--- src/rtl/display_scan_ctrl_pkg.sv ---
// Shared definitions for the multiplexed 6-digit display scanner:
// field encodings, scan FSM state type and the 7-segment code table.
package display_scan_ctrl_pkg;

  localparam logic [1:0] FIELD_NONE = 2'd0;
  localparam logic [1:0] FIELD_SEC  = 2'd1;
  localparam logic [1:0] FIELD_MIN  = 2'd2;
  localparam logic [1:0] FIELD_HOUR = 2'd3;

  typedef enum logic {
    GUARD_S = 1'b0,
    SHOW_S  = 1'b1
  } scan_state_e;

  // Segment bit order {g,f,e,d,c,b,a}; codes 10..15 are dark.
  localparam logic [6:0] SEG_TABLE [16] = '{
    7'b0111111, 7'b0000110, 7'b1011011, 7'b1001111,
    7'b1100110, 7'b1101101, 7'b1111101, 7'b0000111,
    7'b1111111, 7'b1101111, 7'b0000000, 7'b0000000,
    7'b0000000, 7'b0000000, 7'b0000000, 7'b0000000
  };

  function automatic logic [1:0] field_of(input logic [2:0] idx);
    logic [1:0] f;
    case (idx)
      3'd0, 3'd1: f = FIELD_SEC;
      3'd2, 3'd3: f = FIELD_MIN;
      default:    f = FIELD_HOUR;
    endcase
    return f;
  endfunction

endpackage

--- src/rtl/display_scan_ctrl_seg7_decode.sv ---
// Combinational BCD to 7-segment decoder; non-BCD codes produce a dark digit.
module seg7_decode
  import display_scan_ctrl_pkg::*;
(
  input  logic [3:0] bcd_i,
  output logic [6:0] seg_o
);

  assign seg_o = SEG_TABLE[bcd_i];

endmodule

--- src/rtl/display_scan_ctrl.sv ---
// Time-multiplexed scanner for a 6-digit clock display with guard gaps,
// set-mode field blinking and leading-zero suppression of the hour tens digit.
module display_scan_ctrl
  import display_scan_ctrl_pkg::*;
#(
  parameter int DWELL      = 2,
  parameter int GUARD      = 1,
  parameter int BLINK_HALF = 250
) (
  input  logic        clk,
  input  logic        rst,
  input  logic [3:0]  d0,
  input  logic [3:0]  d1,
  input  logic [3:0]  d2,
  input  logic [3:0]  d3,
  input  logic [3:0]  d4,
  input  logic [3:0]  d5,
  input  logic        set_mode,
  input  logic [1:0]  sel_field,
  input  logic        blank_lead,
  output logic [6:0]  seg,
  output logic [5:0]  an,
  output logic [2:0]  scan_idx,
  output logic        frame_tick,
  output scan_state_e state_dbg
);

  scan_state_e state_q, state_d;
  logic [7:0]  cnt_q, cnt_d;
  logic [2:0]  idx_q, idx_d;
  logic [3:0]  digit_q, digit_d;
  logic [5:0]  an_q, an_d;
  logic [6:0]  seg_q, seg_d;
  logic        ft_q, ft_d;
  logic [9:0]  bcnt_q, bcnt_d;
  logic        phase_q, phase_d;
  logic        set_mode_q;
  logic [1:0]  sel_q;

  logic [3:0]  live_digit;
  logic [6:0]  seg_raw;
  logic        restart;
  logic        blank_blink;
  logic        blank_zero;

  seg7_decode u_dec (
    .bcd_i (digit_d),
    .seg_o (seg_raw)
  );

  always_comb begin
    live_digit = 4'd0;
    case (idx_q)
      3'd0:    live_digit = d0;
      3'd1:    live_digit = d1;
      3'd2:    live_digit = d2;
      3'd3:    live_digit = d3;
      3'd4:    live_digit = d4;
      3'd5:    live_digit = d5;
      default: live_digit = 4'd0;
    endcase
  end

  always_comb begin
    state_d = state_q;
    cnt_d   = cnt_q + 8'd1;
    idx_d   = idx_q;
    digit_d = digit_q;
    case (state_q)
      GUARD_S: if (cnt_q == 8'(GUARD - 1)) begin
        state_d = SHOW_S;
        cnt_d   = 8'd0;
        digit_d = live_digit;
      end
      SHOW_S: if (cnt_q == 8'(DWELL - 1)) begin
        state_d = GUARD_S;
        cnt_d   = 8'd0;
        idx_d   = (idx_q == 3'd5) ? 3'd0 : idx_q + 3'd1;
      end
      default: state_d = GUARD_S;
    endcase

    // Blink phase restarts ON whenever the user enters set mode or picks a new field.
    restart = (set_mode && !set_mode_q) || (sel_field != sel_q);
    bcnt_d  = bcnt_q + 10'd1;
    phase_d = phase_q;
    if (restart) begin
      bcnt_d  = 10'd0;
      phase_d = 1'b1;
    end else if (bcnt_q == 10'(BLINK_HALF - 1)) begin
      bcnt_d  = 10'd0;
      phase_d = !phase_q;
    end

    blank_blink = set_mode && (sel_field != FIELD_NONE) &&
                  (sel_field == field_of(idx_d)) && !phase_d;
    blank_zero  = blank_lead && (idx_d == 3'd5) && (digit_d == 4'd0);

    // Outputs are computed from next-state so the registers line up with the FSM.
    an_d  = (state_d == SHOW_S) ? (6'd1 << idx_d) : 6'd0;
    seg_d = (state_d == SHOW_S && !blank_blink && !blank_zero) ? seg_raw : 7'd0;
    ft_d  = (state_d == SHOW_S) && (idx_d == 3'd5) && (cnt_d == 8'(DWELL - 1));
  end

  always_ff @(posedge clk) begin
    set_mode_q <= set_mode;
    sel_q      <= sel_field;
    if (rst) begin
      state_q <= GUARD_S;
      cnt_q   <= 8'd0;
      idx_q   <= 3'd0;
      digit_q <= 4'd0;
      an_q    <= 6'd0;
      seg_q   <= 7'd0;
      ft_q    <= 1'b0;
      bcnt_q  <= 10'd0;
      phase_q <= 1'b1;
    end else begin
      state_q <= state_d;
      cnt_q   <= cnt_d;
      idx_q   <= idx_d;
      digit_q <= digit_d;
      an_q    <= an_d;
      seg_q   <= seg_d;
      ft_q    <= ft_d;
      bcnt_q  <= bcnt_d;
      phase_q <= phase_d;
    end
  end

  assign seg        = seg_q;
  assign an         = an_q;
  assign scan_idx   = idx_q;
  assign frame_tick = ft_q;
  assign state_dbg  = state_q;

endmodule

--- config.mk ---
export PLATFORM = sky130hd
export DESIGN_NAME = display_scan_ctrl
export DESIGN_NICKNAME = d
export VERILOG_FILES = /design/src/rtl/display_scan_ctrl_pkg.sv /design/src/rtl/display_scan_ctrl_seg7_decode.sv /design/src/rtl/display_scan_ctrl.sv
export SDC_FILE = /design/constraint.sdc
export NUM_CORES = 1
export LEC_CHECK = 0
export CAP_MARGIN = 20
export CORE_MARGIN = 8
export CORE_UTILIZATION = 51
export DETAILED_ROUTE_END_ITERATION = 6
export GPL_TIMING_DRIVEN = 0
export PLACE_DENSITY = 0.85
export SLEW_MARGIN = 40
export SYNTH_ARGS = -nofsm -noshare
export SYNTH_HDL_FRONTEND = slang
export SYNTH_SLANG_ARGS = --single-unit
--- constraint.sdc ---
create_clock -name clk -period 3.96 [get_ports clk]
set_clock_uncertainty 0.2 [all_clocks]
set_input_delay 0.396 -clock clk [delete_from_list [all_inputs] [get_ports clk]]
set_output_delay 0.396 -clock clk [all_outputs]
set_load 0.005 [all_outputs]
==> run summary, run 1 <==
In the final layout, the multi-input gates occupy 0.00130 mm². For the total setup violations reported at the end of the flow, the log shows 0. The clock network is responsible for 23.6% of the overall power. The worst register-to-register path has a setup slack of 0.39 ns. The tools report the post-route antenna net violation count as 0. Summed over all layers, the routed wires come to 5290 µm.

The total of flip-flops plus latches after synthesis works out to 44. The total track usage was 15.3%. The cell type with the highest occurrence count on the critical path is ha_1. The internal power of the cells totals 1.06 mW. Setup repair after global routing left no endpoint under its margin.

The final design utilization was 68.1%; the post-synthesis sequential area ratio was 38.6%. With fillers left out, the area of the finished cells amounts to 0.00294 mm². The switching power as a share of total power was 32.8%; the cell area after placement was 0.00282 mm². Data on the critical path arrives at its endpoint at 3.59 ns. The number of placed instances with taps included is 349, and the required time of the critical path is 3.98 ns. For this block, wires on met1 add up to 2490 µm. The flow ran to the end, and the final reports show no timing, DRC or antenna violations. The final number of hold-violating endpoints is 0.

Power spread over the standard cell area amounts to 536 mW/mm². In the finished design, the share of the clock period the worst path needs comes to 90.2%. The die covers 0.00687 mm². Using the TritonRoute via totals, the vias-per-cell ratio works out to 5.44.

The worst hold path belongs to the class reg2reg. Once the clock tree was built, the setup fixing pass inserted 0 buffers. Clock tree synthesis found a total of 44 sinks.

The width of the die came out at 82.9 µm. For the maximum level of the CTS H-tree, the log shows 2. For this block, the via count after detailed routing is 1941. The most used flip-flop cell after synthesis is dfxtp_1. The port buffer count was 47; the maximum clock insertion buffer count was 2. The first TritonRoute pass finished after 4 iterations. At the end of routability-driven placement, the weighted congestion stood at 0.857. After layout, the minimum clock period comes to 3.57 ns. The library cell contributing the largest single delay on the critical path was or3b_2.

Hold repair after CTS inserted 0 buffers. A synthesized cell averages 9.12 µm². At the pin with the least slew margin, the transition time is 0.472 ns.

Row generation in the floorplan step produced 24 rows. The number of nets in the finished design is 345. After global routing the overflow that remains totals 0.

The setup slack at placement was 0.409 ns. Derived from the worst setup path, the maximum achievable clock frequency is 280 MHz. In the post-route analysis, the smallest setup slack over all paths is 0.390 ns. The kind of launch point of the worst setup path was a flop. Once the floorplan was initialized, standard cells occupied 52.7% of the core.

Traced cell by cell, the critical path runs through clkbuf_2 > clkbuf_1 > and2_1 > ha_1 > or3b_2 > and2_2 > a22oi_1 > inv_1 > ha_1 > nand3_1 > or3b_1 > a211oi_1. Summed over all failing endpoints, the final setup total negative slack is 0 ns. After detailed routing, the average wire length per cell comes to 14.8 µm. 48 I/O pins were placed. In the post-synthesis netlist, the biggest area contributors are dfxtp_1 39%, ha_1 6.0%, nor2_1 5.9%. Summed over all nets, the half-perimeter wirelength after detailed placement is 4000 µm. In the routed design, unresolved DRC markers number 0.

From synthesis to final layout, the design area changed by 29.0%. Yosys mapped a number of flops with a built-in enable equal to 0. After technology mapping, the gate count stands at 250. The static leakage was 1.14 nW; the netlist area before placement was 0.00228 mm².

From bottom edge to top edge, the die measures 82.9 µm. On the worst path, the slowest cell contributes a delay of 0.52 ns. The first-pass GRT wire length came out at 9030 µm. The cell with the most instances after synthesis is dfxtp_1. Across the whole layout, storage elements account for 881 µm².

TritonCTS built the clock tree. The critical path contains buffers and inverters numbering 3 combined. Clock tree synthesis inserted a total of 5 buffers. The net count after synthesis is 291.

For the max-cap check violation count, the log shows 0. Net load switching power: 516 µW. Detailed routing placed a total of 318 µm of wire on met3.

Clock-pin slew was measured on the worst setup and hold paths at 0.09 ns. Entering global routing, the biggest net connects 14 pins. The tools report the number of max-slew violations in the final report as 0. The run gives 0.30 ns as the source-to-sink clock delay at the later pin of the worst-skew pair. After synthesis, the share of flip-flops with an asynchronous set or reset is 0%.

For the via count of the first global-routing pass, the log shows 1942. The total of cells resized after clock tree synthesis was 0. After detailed routing, the met2 layer carries 2440 µm of wire. The worst setup path is of the reg2reg kind. Summed over all instances, the cell type with the most area after synthesis is dfxtp_1. For this run, the number of standard cells in the final layout without fillers is 357.

The logs give 42.3% for the part of the total power dissipated in combinational logic and 0 for the number of antenna cells inserted. Sorting the synthesized cells by how often they occur yields 44 x dfxtp_1, 36 x nor2_1, 17 x nand3_1. The element type at the critical path end was a flop.

The maximum ir drop on the vdd rail is 0.322 mV, and the core region area is 0.00432 mm². The highest layer touched by signal routing is met4. After filler insertion, the fill cell instance count of the layout stands at 364. During synthesis, Yosys emitted a total of 0 warnings. Share of Yosys cell area claimed by the top area cell type: 38.6%.

The detailed router's first-iteration violation count was 87; the highest net fanout along the worst path was 10. The max-slew headroom at the worst pin came out at 67.6%. The portion of total power attributed to sequential cells came out at 34.1%.

The tools report the number of antenna violations at the first check in global routing as 0. The root buffer cell chosen for the clock tree is clkbuf_8. Of the cells placed in the final design, the portion with a size suffix greater than 1 is 10.2%.

The run gives 55 as the number of distinct library cell variants in the gate-level netlist after synthesis. Dominant delay contributor by cell family on the critical path: simple AND/OR/NAND/NOR gates.
## worst register-to-register path: cells and delay by family, from the launching register on
family,cells,cell delay [ns]
buffers and inverters,3,0.56
DFF,1,0.33
adders and majority gates,2,0.45
AOI/OAI and AO/OA,2,0.52
and+or+nand+nor,5,1.42
## final cells by class
class | instances | area share, %
Buffer | 11 | 2.38
Clock buffer | 7 | 3.27
Clock inverter | 1 | 1.02
Inverter | 8 | 1.02
Multi-Input combinational cell | 187 | 44.2
Sequential cell | 44 | 29.9
Tap cell | 52 | 2.21
Timing Repair Buffer | 47 | 16.0
## power by group through the flow
| stage | Combinational, mW | Clock (mW) | Sequential (mW) |
|---|---|---|---|
| floorplan | 0.459 | 0 | 0.548 |
| global placement | 0.647 | 0 | 0.545 |
| detailed placement | 0.662 | 0 | 0.549 |
| CTS | 0.668 | 0.380 | 0.539 |
| global route | 0.734 | 0.399 | 0.547 |
| finish | 0.667 | 0.373 | 0.538 |
## path summary, 6_finish.rpt
| check | start | endpoint | cells past startpoint |
|---|---|---|---|
| worst max-delay path | scan_idx[1]$_SDFF_PP0_ | seg[6]$_SDFF_PP0_ | 12 |
| worst min-delay path | bcnt_q[0]$_SDFF_PP0_ | bcnt_q[0]$_SDFF_PP0_ | 1 |
| worst max register to register | scan_idx[1]$_SDFF_PP0_ | seg[6]$_SDFF_PP0_ | 12 |
| worst min register to register | bcnt_q[0]$_SDFF_PP0_ | bcnt_q[0]$_SDFF_PP0_ | 1 |
## placed cells by master (no fill, tap or decap), types with 2 or more instances in the layout
cell type / instances
clkbuf_1: 4
nand3b_1: 4
mux2i_1: 5
nor2_1: 36
nand4_1: 2
nor3_1: 9
buf_4: 3
a22oi_1: 3
and3_1: 8
inv_1: 8
a211oi_1: 5
nand2_1: 10
nor3b_1: 2
a32oi_1: 2
nor4_1: 3
buf_6: 2
xnor2_1: 10
dfxtp_1: 44
nand3_1: 17
ha_1: 11
clkbuf_8: 7
clkdlybuf4s50_1: 47
nor2b_1: 3
mux2_2: 5
and2_1: 3
xor2_1: 9
o211ai_1: 3
a21oi_1: 10
## through the flow
stage	hold WS, ns	power (mW)
after floorplan	0.224	1.01
after global routing	0.313	1.68
after CTS	0.297	1.59
after detailed placement	0.278	1.21
final	0.300	1.58
after global placement	0.260	1.19
## cell families (layout without fill, tap and decap cells)
kind of cell	count (synthesis)	after routing	synth area share (%)
AOI/OAI and AO/OA	35	35	12.5
adders and majority gates	11	11	6.03
muxes	11	11	5.32
and+or+nand+nor	111	111	25.8
xor gates and xnor gates	19	19	7.30
buffers and inverters	19	74	4.39
DFF	44	44	38.6
## per-layer routing
layer	vias to the layer above	global-route usage (%)
met1	897	18.5
li1	989	-
met2	50	25.6
met4	0	3.83
met3	5	4.79
met5	-	0
## state kept, by name (all words and copies together) (netlist names)
signal	count
bcnt_q	10
cnt_q	8
seg	7
an	6
digit_q	4
scan_idx	3
sel_q	2
frame_tick	1
phase_q	1
set_mode_q	1
state_dbg	1
No activity file was read; power rests on OpenSTA's default activity.
==> run 2, diff against run 1 <==
CORE_UTILIZATION = 55   (was 51)
PLACE_DENSITY = 0.9   (was 0.85)
clock period = 4.3 ns   (was 3.96 ns; I/O delays follow)
==> run 2 against run 1 <==
Die area shrank 5.9%. Combinational power is 7.8% lower. Final area down 1.6%. Critical path depth unchanged. Register-to-register slack better by 0.36 ns. Sequential share of layout area rose by 0.49 points. Maximum frequency up 0.64%. Setup slack better by 0.36 ns. Critical path type unchanged. Largest power group unchanged.
==> run summary, run 2 (same netlist as run 1, synthesis figures left out) <==
The setup slack of the critical path after layout is 0.752 ns (+0.363 ns). The final cycle utilization of the critical path came out at 82.5% (-7.7 points). The library cells used most frequently in the layout, excluding fill and tap cells, are 47 x clkdlybuf4s50_1, 44 x dfxtp_1, 36 x nor2_1.

TritonCTS built the clock tree. Wire length per cell: 14.5 µm (-2.0%). The detailed-routing iteration count for the pre-antenna-repair pass came out at 4 (unchanged). The tools report the initial core utilization as 57.0% (+4.3 points). The tools report the cell-internal power as 881 µW (-17%). The tools report the kind of launch point of the worst setup path as a flop. The pin slew with the least headroom to its limit is 0.509 ns (+0.0368 ns), and the total track usage is 16.6% (+1.2 points).

The static leakage was 1.12 nW (-2.1%); the power consumption was 1.35 mW (-14%). The clock input transition at the sequential cells of the worst setup and hold paths is 0.08 ns (about the same), and the setup slack at placement is 0.751 ns (+0.343 ns). The logs give 3950 µm (-1.2%) for the HPWL after detailed placement and 4.32 ns (+0.34 ns) for the required time of the critical path. The overall die area was 0.00646 mm² (-5.9%); the time the worst path needs with I/O delays and setup was 3.55 ns (-0.0227 ns). For the post-route setup TNS, the log shows 0 ns (unchanged). The run gives 0 (unchanged) as the total setup violations reported at the end of the flow. For the cell area after layout, the log shows 0.00290 mm² (-1.6%).

The port buffer count works out to 47 (unchanged). The library cell used most frequently in the layout, excluding fill and tap cells, is clkdlybuf4s50_1. Element type at the critical path end: a flop. The run gives 18.1% (-0.43 points) as the global-route met1 utilization. The final number of hold-violating endpoints came out at 0 (unchanged). Maximum ir drop on the vdd rail: 0.232 mV (-28%). The run gives 2 (unchanged) as the maximum clock insertion buffer count.

The tools report the max-slew headroom at the worst pin as 66.0% (-1.6 points). The vertical extent of the die was 80.4 µm (-3.0%). The number of cells on the worst reg-to-reg path was 12 (unchanged); the detailed router's first-iteration violation count was 106 (+22%).

The vias per cell was 5.61 (+3.1%). The run gives 44 (unchanged) as the clock sink count. The most congested layer reported by global routing is met2. Ranked by flip-flop count, first place goes to bcnt_q.

The run gives 282 MHz (+0.64%) as the peak clock frequency supported by timing. Compared with the post-synthesis result, the final layout area differs by 26.9%. The via count of the first global-routing pass was 1953 (+0.57%). The width of the die was 80.4 µm (-3.0%). The power density of the placed cells came out at 468 mW/mm² (-13%). Critical path arrival: 3.57 ns (-0.02 ns).

The detailed-route wire length is 5150 µm (-2.8%). The logs give 4.80% (+0.014 points) for the met3 demand-to-capacity share in global routing and 473 µW (-8.4%) for the net load switching power. Placer's final routability congestion estimate: 0.879 (+2.7%).

The final design utilization is 72.4% (+4.3 points), and the worst hold path stage count is 1 (unchanged). The tools report the max-cap check violation count as 0 (unchanged). The number of top-level design ports was 48 (unchanged). The share of cells above drive strength 1 is 9.87% (-0.30 points). The total of cells resized after clock tree synthesis was 0 (unchanged); the number of buffers inserted to repair setup after CTS was 0 (unchanged).

The pin count of the biggest net entering global routing was 14 (unchanged); the portion of total power attributed to the clock network was 18.2% (-5.4 points). The run gives 0.00281 mm² (about the same) as the cell area after placement. The source-to-sink clock delay at the later pin of the worst-skew pair is 0.30 ns (about the same). The maximum level of the CTS H-tree was 2 (unchanged); the number of antenna violations at the first check in global routing was 0 (unchanged). The logs give 0 (unchanged) for the post-route antenna net violation count and 327 (-10%) for the fill cell total of the finished layout. Setup repair after global routing left no endpoint under its margin. For the met2 layer usage reported by global route, the log shows 28.5% (+2.9 points). The run gives 345 (unchanged) as the number of nets in the finished design. In this run the worst hold path is classified as reg2reg.

The highest net fanout along the worst path works out to 10 (unchanged). The type of the worst setup path is reg2reg. The switching power as a share of total power was 34.9% (+2.2 points). Part of the total power dissipated in combinational logic: 45.4% (+3.1 points). Number of flip-flops in the largest register: 10 (unchanged).

The number of max-slew violations in the final report was 0 (unchanged). The global route total overflow came out at 0 (unchanged). The logs give 0 (unchanged) for the detailed-route DRC error count and 1985 (+2.3%) for the total via count after detailed routing. For the CTS buffer count, the log shows 5 (unchanged). The run finished with clean final reports.

Clock tree synthesis selected as its root buffer the cell clkbuf_8. The run gives 8600 µm (-4.8%) as the first-pass GRT wire length. The number of antenna cells inserted was 0 (unchanged); the core region area was 0.00400 mm² (-7.5%). The number of buffers inserted for hold repair after clock tree synthesis is 0 (unchanged), and the count of standard-cell rows is 23 (-4.2%). Portion of total power attributed to sequential cells: 36.4% (+2.3 points).
run 2: cell types whose count changed in the layout (fill, tap and decap cells not counted):
cell and delta:
bufinv_16 -1, clkinv_2 +1, clkbuf_8 -2, clkinvlp_4 +1
run 2: per-layer routing:
metal / wire [µm] / vias up
met1: 2230 / 931
met2: 2450 / 53
li1: - / 992
met5: 0 / -
met3: 342 / 9
met4: 124 / 0
run 2: critical path: stages, from the launching register on:
cell	delay, ns
dfxtp_1	0.32
clkbuf_2	0.16
clkbuf_1	0.26
and2_1	0.24
ha_1	0.25
or3b_2	0.52
and2_2	0.22
a22oi_1	0.33
inv_1	0.15
ha_1	0.21
nand3_1	0.08
or3b_1	0.34
a211oi_1	0.19
run 2: cell type report:
class                           instances  area (µm²)  share of cell area (%)
Buffer                                 11        70.1                    2.42
Sequential cell                        44         881                    30.4
Multi-Input combinational cell        187        1300                    44.9
Clock inverter                          2        12.5                   0.432
Timing Repair Buffer                   47         470                    16.2
Inverter                                8        30.0                    1.04
Clock buffer                            5        68.8                    2.38
Tap cell                               50        62.6                    2.16
run 2: metrics by stage:
stage,instances,hold slack [ns]
floorplan,250,0.245
detailed placement,347,0.284
finish,354,0.294
CTS,354,0.301
global placement,347,0.259
global route,354,0.368
run 2: power by group through the flow:
stage	Clock, mW	Combinational [mW]	Sequential (mW)
2_1_floorplan	0	0.423	0.505
3_3_place_gp	0	0.595	0.501
3_5_place_dp	0	0.611	0.503
4_1_cts	0.256	0.614	0.493
5_1_grt	0.268	0.679	0.501
6_report	0.247	0.615	0.493
run 2: worst paths after layout:
check	from	to	slack, ns
setup / recovery	scan_idx[1]$_SDFF_PP0_	seg[6]$_SDFF_PP0_	0.75
hold reg to reg	bcnt_q[0]$_SDFF_PP0_	bcnt_q[0]$_SDFF_PP0_	0.29
hold / removal	bcnt_q[0]$_SDFF_PP0_	bcnt_q[0]$_SDFF_PP0_	0.29
setup reg to reg	scan_idx[1]$_SDFF_PP0_	seg[6]$_SDFF_PP0_	0.75
